--- src/rtl/calc_pkg.sv ---
// Shared key codes, display prefixes and controller states for the calculator keypad path.
// Latency: none (declarations only).
// Backpressure: none (declarations only).
package calc_pkg;

  // Keypad codes with a special meaning. Codes 0-9 are digits and C is ignored.
  localparam logic [3:0] KEY_BS  = 4'hA;
  localparam logic [3:0] KEY_OP  = 4'hB;
  localparam logic [3:0] KEY_CLR = 4'hD;
  localparam logic [3:0] KEY_ENT = 4'hE;
  localparam logic [3:0] BLANK   = 4'hF;

  // Leftmost display nibble, identifying what the rest of the display shows.
  localparam logic [3:0] PFX_A   = 4'hA;
  localparam logic [3:0] PFX_B   = 4'hB;
  localparam logic [3:0] PFX_ERR = 4'hE;

  typedef enum logic [2:0] {
    ENTER_A,
    ENTER_B,
    START,
    BUSY,
    SHOW,
    ERROR
  } state_e;

  function automatic logic is_digit(input logic [3:0] code);
    return code <= 4'd9;
  endfunction

endpackage

--- src/rtl/bcd_entry_reg.sv ---
// Operand entry register: digits shift in at the LSB, backspace shifts out towards the LSB.
// Latency: one cycle from push/pop/clear to the updated register.
// Backpressure: push is ignored when full, pop is ignored when empty.
module bcd_entry_reg
  import calc_pkg::*;
#(
  parameter int N_DIGITS = 2
) (
  input  logic                  clk,
  input  logic                  rst,
  input  logic                  push,
  input  logic [3:0]            digit,
  input  logic                  pop,
  input  logic                  clear,
  output logic                  full,
  output logic                  empty,
  output logic [4*N_DIGITS-1:0] bcd_raw,
  output logic [4*N_DIGITS-1:0] bcd_zero
);

  localparam int W = 4 * N_DIGITS;

  logic [W-1:0] reg_q, reg_d;

  // Digits are right-aligned, so the MSB nibble fills last and the LSB nibble empties last.
  assign full    = (reg_q[W-1 -: 4] != BLANK);
  assign empty   = (reg_q[3:0] == BLANK);
  assign bcd_raw = reg_q;

  // Next register value: clear wins, then digit entry, then backspace.
  always_comb begin
    reg_d = reg_q;
    if (clear) begin
      reg_d = '1;
    end else if (push && !full) begin
      reg_d = (reg_q << 4) | W'(digit);
    end else if (pop && !empty) begin
      reg_d            = reg_q >> 4;
      reg_d[W-1 -: 4]  = BLANK;
    end
  end

  // Blank positions are presented to the arithmetic unit as zero digits.
  always_comb begin
    bcd_zero = reg_q;
    for (int i = 0; i < N_DIGITS; i++) begin
      if (reg_q[4*i +: 4] == BLANK) bcd_zero[4*i +: 4] = 4'h0;
    end
  end

  // Register holds all-blank after reset.
  always_ff @(posedge clk or negedge rst) begin
    if (!rst) reg_q <= '1;
    else      reg_q <= reg_d;
  end

endmodule

--- src/rtl/keypad_calc_ctrl.sv ---
// Keypad entry and operation sequencing between key scanner, arithmetic unit and 7-seg display.
// Latency: accepted key takes effect next cycle; op_start one cycle after the final enter.
// Backpressure: keys dropped during lockout; result only taken in BUSY, bounded by a timeout.
module keypad_calc_ctrl
  import calc_pkg::*;
#(
  parameter int N_DIGITS    = 2,
  parameter int DISP_DIGITS = 4,
  parameter int N_OPS       = 2,
  parameter int LOCK_CYCLES = 17_550_000,
  parameter int OP_TIMEOUT  = 1024
) (
  input  logic                     clk,
  input  logic                     rst,
  input  logic                     key_valid,
  input  logic [3:0]               key_code,
  output logic [4*N_DIGITS-1:0]    operand_a,
  output logic [4*N_DIGITS-1:0]    operand_b,
  output logic [1:0]               op_sel,
  output logic                     op_start,
  input  logic                     res_valid,
  input  logic                     res_error,
  input  logic [4*DISP_DIGITS-1:0] res_data,
  output logic [4*DISP_DIGITS-1:0] display_data,
  output logic                     busy
);

  localparam int OW = 4 * N_DIGITS;
  localparam int DW = 4 * DISP_DIGITS;
  localparam int LW = $clog2(LOCK_CYCLES + 1);
  localparam int TW = $clog2(OP_TIMEOUT + 1);

  state_e        state_q, state_d;
  logic [LW-1:0] lock_q, lock_d;
  logic [TW-1:0] tmo_q, tmo_d;
  logic [1:0]    op_q, op_d;
  logic [DW-1:0] res_q, res_d;
  logic          clr_all;

  logic          a_full, a_empty, b_full, b_empty;
  logic [OW-1:0] a_raw, b_raw;

  // A key counts only outside lockout; the "no key" code never counts.
  logic accept, key_dig, key_bs, key_op, key_clr, key_ent;
  assign accept  = key_valid && (lock_q == '0) && (key_code != BLANK);
  assign key_dig = accept && is_digit(key_code);
  assign key_bs  = accept && (key_code == KEY_BS);
  assign key_op  = accept && (key_code == KEY_OP);
  assign key_clr = accept && (key_code == KEY_CLR);
  assign key_ent = accept && (key_code == KEY_ENT);

  bcd_entry_reg #(.N_DIGITS(N_DIGITS)) u_reg_a (
    .clk      (clk),
    .rst      (rst),
    .push     (key_dig && (state_q == ENTER_A) && !a_full),
    .digit    (key_code),
    .pop      (key_bs && (state_q == ENTER_A)),
    .clear    (clr_all),
    .full     (a_full),
    .empty    (a_empty),
    .bcd_raw  (a_raw),
    .bcd_zero (operand_a)
  );

  bcd_entry_reg #(.N_DIGITS(N_DIGITS)) u_reg_b (
    .clk      (clk),
    .rst      (rst),
    .push     (key_dig && (state_q == ENTER_B) && !b_full),
    .digit    (key_code),
    .pop      (key_bs && (state_q == ENTER_B)),
    .clear    (clr_all),
    .full     (b_full),
    .empty    (b_empty),
    .bcd_raw  (b_raw),
    .bcd_zero (operand_b)
  );

  // State register.
  always_ff @(posedge clk or negedge rst) begin
    if (!rst) state_q <= ENTER_A;
    else      state_q <= state_d;
  end

  // Next state; clear is checked first everywhere so an abort beats a coincident result.
  always_comb begin
    state_d = state_q;
    clr_all = 1'b0;
    case (state_q)
      ENTER_A: begin
        if (key_clr)                 clr_all = 1'b1;
        else if (key_ent && !a_empty) state_d = ENTER_B;
      end
      ENTER_B: begin
        if (key_clr) begin
          clr_all = 1'b1;
          state_d = ENTER_A;
        end else if (key_ent && !b_empty) begin
          state_d = START;
        end
      end
      START: state_d = BUSY;
      BUSY: begin
        if (key_clr) begin
          clr_all = 1'b1;
          state_d = ENTER_A;
        end else if (res_valid) begin
          state_d = res_error ? ERROR : SHOW;
        end else if (tmo_q == TW'(OP_TIMEOUT - 1)) begin
          state_d = ERROR;
        end
      end
      SHOW, ERROR: begin
        if (key_clr || key_ent) begin
          clr_all = 1'b1;
          state_d = ENTER_A;
        end
      end
      default: state_d = ENTER_A;
    endcase
  end

  // Outputs decoded from the current state.
  always_comb begin
    op_start     = 1'b0;
    busy         = 1'b0;
    display_data = '1;
    case (state_q)
      ENTER_A: begin
        display_data[OW-1:0]    = a_raw;
        display_data[DW-1 -: 4] = PFX_A;
      end
      ENTER_B: begin
        display_data[OW-1:0]    = b_raw;
        display_data[DW-1 -: 4] = PFX_B;
      end
      START: begin
        op_start                = 1'b1;
        busy                    = 1'b1;
        display_data[DW-1 -: 4] = {2'b00, op_q};
      end
      BUSY: begin
        busy                    = 1'b1;
        display_data[DW-1 -: 4] = {2'b00, op_q};
      end
      SHOW:    display_data = res_q;
      ERROR:   display_data[DW-1 -: 4] = PFX_ERR;
      default: display_data = '1;
    endcase
  end

  // Lockout, operation select, timeout and result latch updates.
  always_comb begin
    lock_d = lock_q;
    if (accept)              lock_d = LW'(LOCK_CYCLES);
    else if (lock_q != '0)   lock_d = lock_q - LW'(1);

    op_d = op_q;
    if (clr_all) begin
      op_d = 2'd0;
    end else if (key_op && ((state_q == ENTER_A) || (state_q == ENTER_B))) begin
      op_d = (op_q == 2'(N_OPS - 1)) ? 2'd0 : op_q + 2'd1;
    end

    // Counts from the START cycle so the timeout is measured from op_start.
    tmo_d = ((state_q == START) || (state_q == BUSY)) ? tmo_q + TW'(1) : '0;

    res_d = res_q;
    if (clr_all)                                       res_d = '1;
    else if ((state_q == BUSY) && (state_d == SHOW))   res_d = res_data;
  end

  // Datapath registers.
  always_ff @(posedge clk or negedge rst) begin
    if (!rst) begin
      lock_q <= '0;
      tmo_q  <= '0;
      op_q   <= 2'd0;
      res_q  <= '1;
    end else begin
      lock_q <= lock_d;
      tmo_q  <= tmo_d;
      op_q   <= op_d;
      res_q  <= res_d;
    end
  end

  assign op_sel = op_q;

endmodule

--- config.mk ---
export PLATFORM = sky130hd
export DESIGN_NAME = keypad_calc_ctrl
export DESIGN_NICKNAME = d
export VERILOG_FILES = /design/src/rtl/calc_pkg.sv /design/src/rtl/bcd_entry_reg.sv /design/src/rtl/keypad_calc_ctrl.sv
export SDC_FILE = /design/constraint.sdc
export NUM_CORES = 1
export LEC_CHECK = 0
export CORE_UTILIZATION = 30
export CTS_CLUSTER_DIAMETER = 80
export DETAILED_ROUTE_END_ITERATION = 12
export GPL_TIMING_DRIVEN = 0
export PLACE_DENSITY = 0.56
export RECOVER_POWER = 25
export SLEW_MARGIN = 25
export SYNTH_ARGS = -nofsm -noshare
export SYNTH_HDL_FRONTEND = slang
export SYNTH_SLANG_ARGS = --single-unit
--- constraint.sdc ---
create_clock -name clk -period 2.41 [get_ports clk]
set_clock_uncertainty 0.2 [all_clocks]
set_input_delay 0.241 -clock clk [delete_from_list [all_inputs] [get_ports clk]]
set_output_delay 0.241 -clock clk [all_outputs]
set_load 0.01 [all_outputs]
# Word level (Yosys, flattened, before mapping)
# Index checks and enable logic that the tools add are counted.
[classes]
n_mux = 36
n_bitwise = 2
add_sub_neg = 3
n_lt_le_gt_ge = 1
n_reduce_logical = 39
eq_ne = 19
[ops]
columns = ["operator", "n"]
rows = [
  ["two-way mux 25 bit", 2],
  ["two-way mux 8 bit", 6],
  ["== test 4 bit (second input constant)", 8],
  ["two-way mux 16 bit", 2],
  ["logical NOT 25 bit", 1],
  ["nonzero test 25 bit", 1],
  ["subtractor 25 x 1 -> 25 bit (second input constant)", 1],
  ["two-way mux 3 bit", 8],
  ["case mux 8 bit (3 select lines)", 1],
  ["logical AND 1 bit", 21],
  ["two-way mux 4 bit", 5],
  ["case mux 4 bit (5 select lines)", 1],
  ["OR 8 x 4 -> 8 bit", 2],
  ["case mux 3 bit (5 select lines)", 1],
  ["!= test 4 bit (second input constant)", 3],
  ["adder 11 x 1 -> 11 bit (second input constant)", 1],
  ["== test 11 x 10 -> 1 bit (second input constant)", 1],
  ["two-way mux 11 bit", 1],
  ["== test 3 bit (second input constant)", 3],
  ["== test 3 x 2 -> 1 bit (second input constant)", 2],
  ["two-way mux 2 bit", 3],
  ["nonzero test 2 bit", 3],
  ["nonzero test 3 bit", 2],
  ["two-way mux 1 bit", 5],
  ["10 further kinds", 16],
]
[totals]
in_bits = 25
word_cells = 107
output_inout_bits = 36
register_bits = 73

# Longest topological paths before layout
[depth]
word_depth = 12
ltp_mapped = 10
mapped_depth_nobuf = 8

# Modules after synthesis
# A second synthesis with hierarchy kept.
[unflattened]
cells_unflattened = 431
area_unflattened_um2 = 4189.0
[modules_own_cells]
columns = ["mod", "seq_area_each_um2", "cells_per_inst", "instances", "area_each_um2"]
rows = [
  ["keypad_calc_ctrl", 1446.4, 349, 1, 3308.2],
  ["bcd_entry_reg", 210.2, 41, 2, 440.4],
]

# Worst setup path after synthesis
# No wires, ideal clock.
[synth_path]
path_kind = "reg-to-reg"
start = "reg lock_q[0]"
end = "reg res_q[8]"
path_stages_with_launch = 11
required_ns = 2.151
arrival_time_ns = 2.059
setup_time_ns = 0.059
path_buffers = 2
synth_period_minus_slack_ns = 2.318
path_slack_ns = 0.092
path_cell_list = "dfrtp_1 > inv_1 > ha_1 > nor4b_4 > nand4_1 > nor2_4 > a21o_1 > buf_2 > buf_2 > a31o_2 > a21o_1"
[synth_between]
elab_chain_cells = 11
word_cells_on_any_way = 22
cone_classes = "1 x eq/ne; 11 x mux; 10 x reduce/logical"
[synth_rtl]
columns = ["item", "line", "source"]
rows = [
  ["start: declaration", "keypad_calc_ctrl.sv:34", "logic [LW-1:0] lock_q, lock_d;"],
  ["start signal: assignment", "keypad_calc_ctrl.sv:180", "lock_q <= lock_d;"],
  ["logical NOT 25 bit *", "keypad_calc_ctrl.sv:45", "assign accept = key_valid && (lock_q == '0) && (key_code != BLANK);"],
  ["logical AND 1 bit * (2 in series)", "keypad_calc_ctrl.sv:45", ""],
  ["logical AND 1 bit", "keypad_calc_ctrl.sv:50", "assign key_ent = accept && (key_code == KEY_ENT);"],
  ["logical AND 1 bit, on equally long branches", "keypad_calc_ctrl.sv:97, keypad_calc_ctrl.sv:91", ""],
  ["two-way mux 3 bit, on equally long branches", "keypad_calc_ctrl.sv:97, keypad_calc_ctrl.sv:91", ""],
  ["two-way mux 3 bit, on equally long branches", "keypad_calc_ctrl.sv:94, keypad_calc_ctrl.sv:90", ""],
  ["case mux 3 bit (5 select lines)", "keypad_calc_ctrl.sv:88", "case (state_q)"],
  ["== test 3 bit", "keypad_calc_ctrl.sv:169", "else if ((state_q == BUSY) && (state_d == SHOW)) res_d = res_data;"],
  ["logical AND 1 bit", "keypad_calc_ctrl.sv:169", ""],
  ["nonzero test 2 bit (no line)", "-", ""],
  ["end signal: assignment", "keypad_calc_ctrl.sv:183", "res_q <= res_d;"],
  ["end: declaration", "keypad_calc_ctrl.sv:37", "logic [DW-1:0] res_q, res_d;"],
]
# Mark *: on every way between the ends. The rest lies on a longest branch, timed or not.
# A chain may end at the register's enable or synchronous reset.

# Worst setup path in the final report
[layout_path]
start = "reg tmo_q[0]"
end = "reg res_q[5]"
[layout_between]
elab_chain_cells = 8
[layout_rtl]
columns = ["item", "line", "source"]
rows = [
  ["start: declaration", "keypad_calc_ctrl.sv:35", "logic [TW-1:0] tmo_q, tmo_d;"],
  ["start signal: assignment", "keypad_calc_ctrl.sv:181", "tmo_q <= tmo_d;"],
  ["== test 11 x 10 -> 1 bit", "keypad_calc_ctrl.sv:108", "end else if (tmo_q == TW'(OP_TIMEOUT - 1)) begin"],
  ["two-way mux 3 bit", "keypad_calc_ctrl.sv:108", ""],
  ["two-way mux 3 bit", "keypad_calc_ctrl.sv:106", "end else if (res_valid) begin"],
  ["two-way mux 3 bit", "keypad_calc_ctrl.sv:103", "if (key_clr) begin"],
  ["case mux 3 bit (5 select lines)", "keypad_calc_ctrl.sv:88", ""],
  ["== test 3 bit", "keypad_calc_ctrl.sv:169", ""],
  ["logical AND 1 bit", "keypad_calc_ctrl.sv:169", ""],
  ["nonzero test 2 bit (no line)", "-", ""],
]
# Every way passes these cells.

==> flow_summary.json <==
{
  "outcome": "complete, but fails checks",
  "failed_checks": "negative setup slack",
  "post_drt_wl_per_cell_um": 16.2,
  "maxClockFrequency_mhz": 414,
  "numCtsBuffers": 9,
  "power_density_mw_per_mm2": 463,
  "fin_setup_tns_ns": -0.0150,
  "vdd_drop_max_uv": 294,
  "slew_headroom": 0.214,
  "yosys_most_used_dff": "dfrtp_1",
  "clk_transition_reported_paths_ns": 0.06,
  "utilization": 0.447,
  "port_buffers": 59,
  "core_mm2": 0.0134,
  "start_util": 0.311,
  "tightest_slew_ns": 1.18,
  "avgSynthCellArea_um2": 9.60,
  "finalWorstSetupSlack_ns": -0.00509,
  "drive_gt1_frac": 0.308,
  "cp-start-kind": "flip-flop",
  "cts_num_sinks": 73,
  "cts_buffer_depth": 2,
  "rsz0062_at_grt": "yes",
  "ys_async_sr_fraction": 1.00,
  "first_pass_iters": 4,
  "die_area_mm2": 0.0144,
  "required_ns": 2.47,
  "ys.warnings.count": 0,
  "drv_slew": 0,
  "synth_edf_count": 0,
  "route.detailed.drc": 0,
  "grt_max_degree": 45,
  "grt_usage": 0.163,
  "grt-ovfl-total": 0,
  "routed_wl_um": 11700,
  "row_count": 42,
  "finalPower_uw": 2780,
  "drtIter0Drc": 167,
  "grt_pass1_vias": 3674,
  "dpl.hpwl_um": 7930,
  "postSynthCellCount": 434,
  "post-route-min-period_ns": 2.42,
  "die_x_um": 120,
  "end_kind": "flip-flop",
  "ys_ff_latch": 73,
  "ant_nets": 0,
  "most-common-layout-cells": "clkdlybuf4s50_1, nor2_1, dfrtp_1, dfstp_2, buf_4",
  "setup_viol": 3,
  "htree_levels": 3,
  "timing.reg2reg.setup_slack_ns": -0.005,
  "place_congestion": 0.807,
  "synth.distinct_cells": 55,
  "layout_commonest_cell": "clkdlybuf4s50_1",
  "ys_seq_area_frac": 0.448,
  "diodes": 0,
  "pre_cts_slack_ns": -0.765,
  "crit_type": "reg -> reg",
  "cp_max_fo": 5,
  "hold_viol_final": 0,
  "drv_cap": 0,
  "antenna_found_initial": 0,
  "p_leak_uw": 0.00261,
  "hp-class": "in -> reg",
  "cp.arrival_ns": 2.48,
  "final_nets": 565,
  "fin_crit_sh": 1.00,
  "top_level_ports": 61,
  "cts_tree": "yes",
  "num_vias": 3678,
  "die_h_um": 120,
  "cts-root-buf": "clkbuf_16",
  "synth_nets": 462,
  "area_delta_synth_final_pct": 43.7,
  "insertion_delay_ns": 0.33,
  "syn-cell-area_mm2": 0.00417,
  "grt_first_pass_wirelength_um": 18500,
  "viasPerCell": 5.12
}
==> worst max-delay path, stage by stage (launching register included) <==
cell and delay, ns:
dfrtp_1 0.40, ha_4 0.16, nand3_2 0.08, o41a_1 0.36, or3_4 0.37, a21oi_4 0.28, nand2_4 0.15, buf_12 0.16
a21o_4 0.18
==> cell usage after synthesis, types with 2 or more instances <==
| cell | number | share of area |
|---|---|---|
| o22ai_1 | 9 | 0.014 |
| and2_1 | 20 | 0.030 |
| a21oi_1 | 12 | 0.014 |
| nor3_1 | 17 | 0.020 |
| a21o_2 | 6 | 0.013 |
| buf_2 | 4 | 0.0048 |
| buf_6 | 2 | 0.0054 |
| nor4_1 | 4 | 0.0060 |
| or3_2 | 2 | 0.0036 |
| xor2_1 | 10 | 0.021 |
| nor3b_1 | 4 | 0.0072 |
| dfrtp_1 | 41 | 0.25 |
| o22a_1 | 6 | 0.013 |
| o211ai_1 | 4 | 0.0072 |
| a21o_1 | 11 | 0.020 |
| mux2_2 | 7 | 0.019 |
| nand2b_1 | 17 | 0.026 |
| a211o_1 | 5 | 0.011 |
| nand4_2 | 2 | 0.0060 |
| and3_1 | 5 | 0.0075 |
| mux2i_1 | 4 | 0.0096 |
| nand4_1 | 12 | 0.018 |
| a22oi_1 | 2 | 0.0036 |
| a2bb2oi_1 | 2 | 0.0042 |
| and4_1 | 2 | 0.0042 |
| a31o_2 | 17 | 0.036 |
| nor2b_1 | 2 | 0.0030 |
| nor2_1 | 46 | 0.041 |
| dfstp_2 | 32 | 0.20 |
| or2_2 | 3 | 0.0045 |
| nand4b_1 | 2 | 0.0042 |
| and4b_1 | 3 | 0.0072 |
| xnor2_1 | 12 | 0.025 |
| nand3_1 | 18 | 0.022 |
| o21ai_0 | 20 | 0.024 |
| inv_1 | 6 | 0.0054 |
| clkbuf_1 | 11 | 0.0099 |
| ha_1 | 3 | 0.0090 |
| or3_1 | 4 | 0.0060 |
| nand2_1 | 28 | 0.025 |
| nor4_2 | 3 | 0.0090 |
==> power by group <==
group	total, uW	switching (uW)	internal (uW)	leakage [uW]
registers	1260	8.03	1250	0.000864
clock network	1400	492	906	0.000148
logic	117	57.0	59.8	0.00160
total	2780	557	2220	0.00261
==> area by class of cell <==
type | count | area, um^2
clock inverter | 3 | 65.1
tap | 176 | 220
timing repair buffer | 93 | 911
inverter | 6 | 22.5
clock buffer | 13 | 240
multi-input combinational | 336 | 2490
sequential | 73 | 1870
buffer | 18 | 165
fill | 1267 | 7410
==> flip-flops by register name, indices dropped and copies added, names as in the netlist <==
name / flops
lock_q: 25
op_sel: 2
res_q: 16
state_q: 3
tmo_q: 11
u_reg_a.bcd_raw: 8
u_reg_b.bcd_raw: 8
==> per-stage QoR <==
stage / cell area [um^2] / hold slack [ns] / std cells
6_report: 5990 / 0.210 / 718
5_1_grt: 5990 / 0.280 / 718
4_1_cts: 5510 / 0.208 / 696
3_5_place_dp: 5000 / 0.0952 / 670
3_3_place_gp: 4980 / 0.245 / 669
2_1_floorplan: 4170 / -0.255 / 434
==> path summary, 6_finish.rpt <==
check | cells after the start | end | startpoint
max in group asynchronous | 3 | res_q[10] | rst
max | 8 | res_q[5] | tmo_q[0]
max reg2reg | 8 | res_q[5] | tmo_q[0]
min | 3 | u_reg_a.bcd_raw[2] | key_code[2]
min reg2reg | 1 | res_q[10] | res_q[10]
min in group asynchronous | 2 | lock_q[0] | rst
==> routing by layer <==
| layer | part of all wire | vias up | global-route usage |
|---|---|---|---|
| met5 | 0 | - | 0 |
| met4 | 0.012 | 0 | 0.0563 |
| met3 | 0.024 | 10 | 0.0304 |
| met2 | 0.49 | 49 | 0.262 |
| met1 | 0.48 | 1825 | 0.219 |
| li1 | - | 1794 | - |
==> kinds of logic after synthesis <==
group | count (synthesis) | share of synthesized area
adder cells (fa/ha/maj) | 3 | 0.00901
AND/OR/NAND/NOR | 201 | 0.270
XOR/XNOR | 22 | 0.0462
flip-flops | 73 | 0.448
buffers and inverters | 25 | 0.0276
multiplexers | 11 | 0.0285
AO/OA/AOI/OAI | 99 | 0.171
==> timing repair <==
item	in CTS	in global routing
endpoints found under the setup margin	61	72
cloned	0	2
setup buffers	10	20
hold buffers	1	0
gates resized for setup	38	74
pin swaps	2	38
endpoints found under the hold margin	18	0
Note: power is estimated with default switching activity, not from simulation.
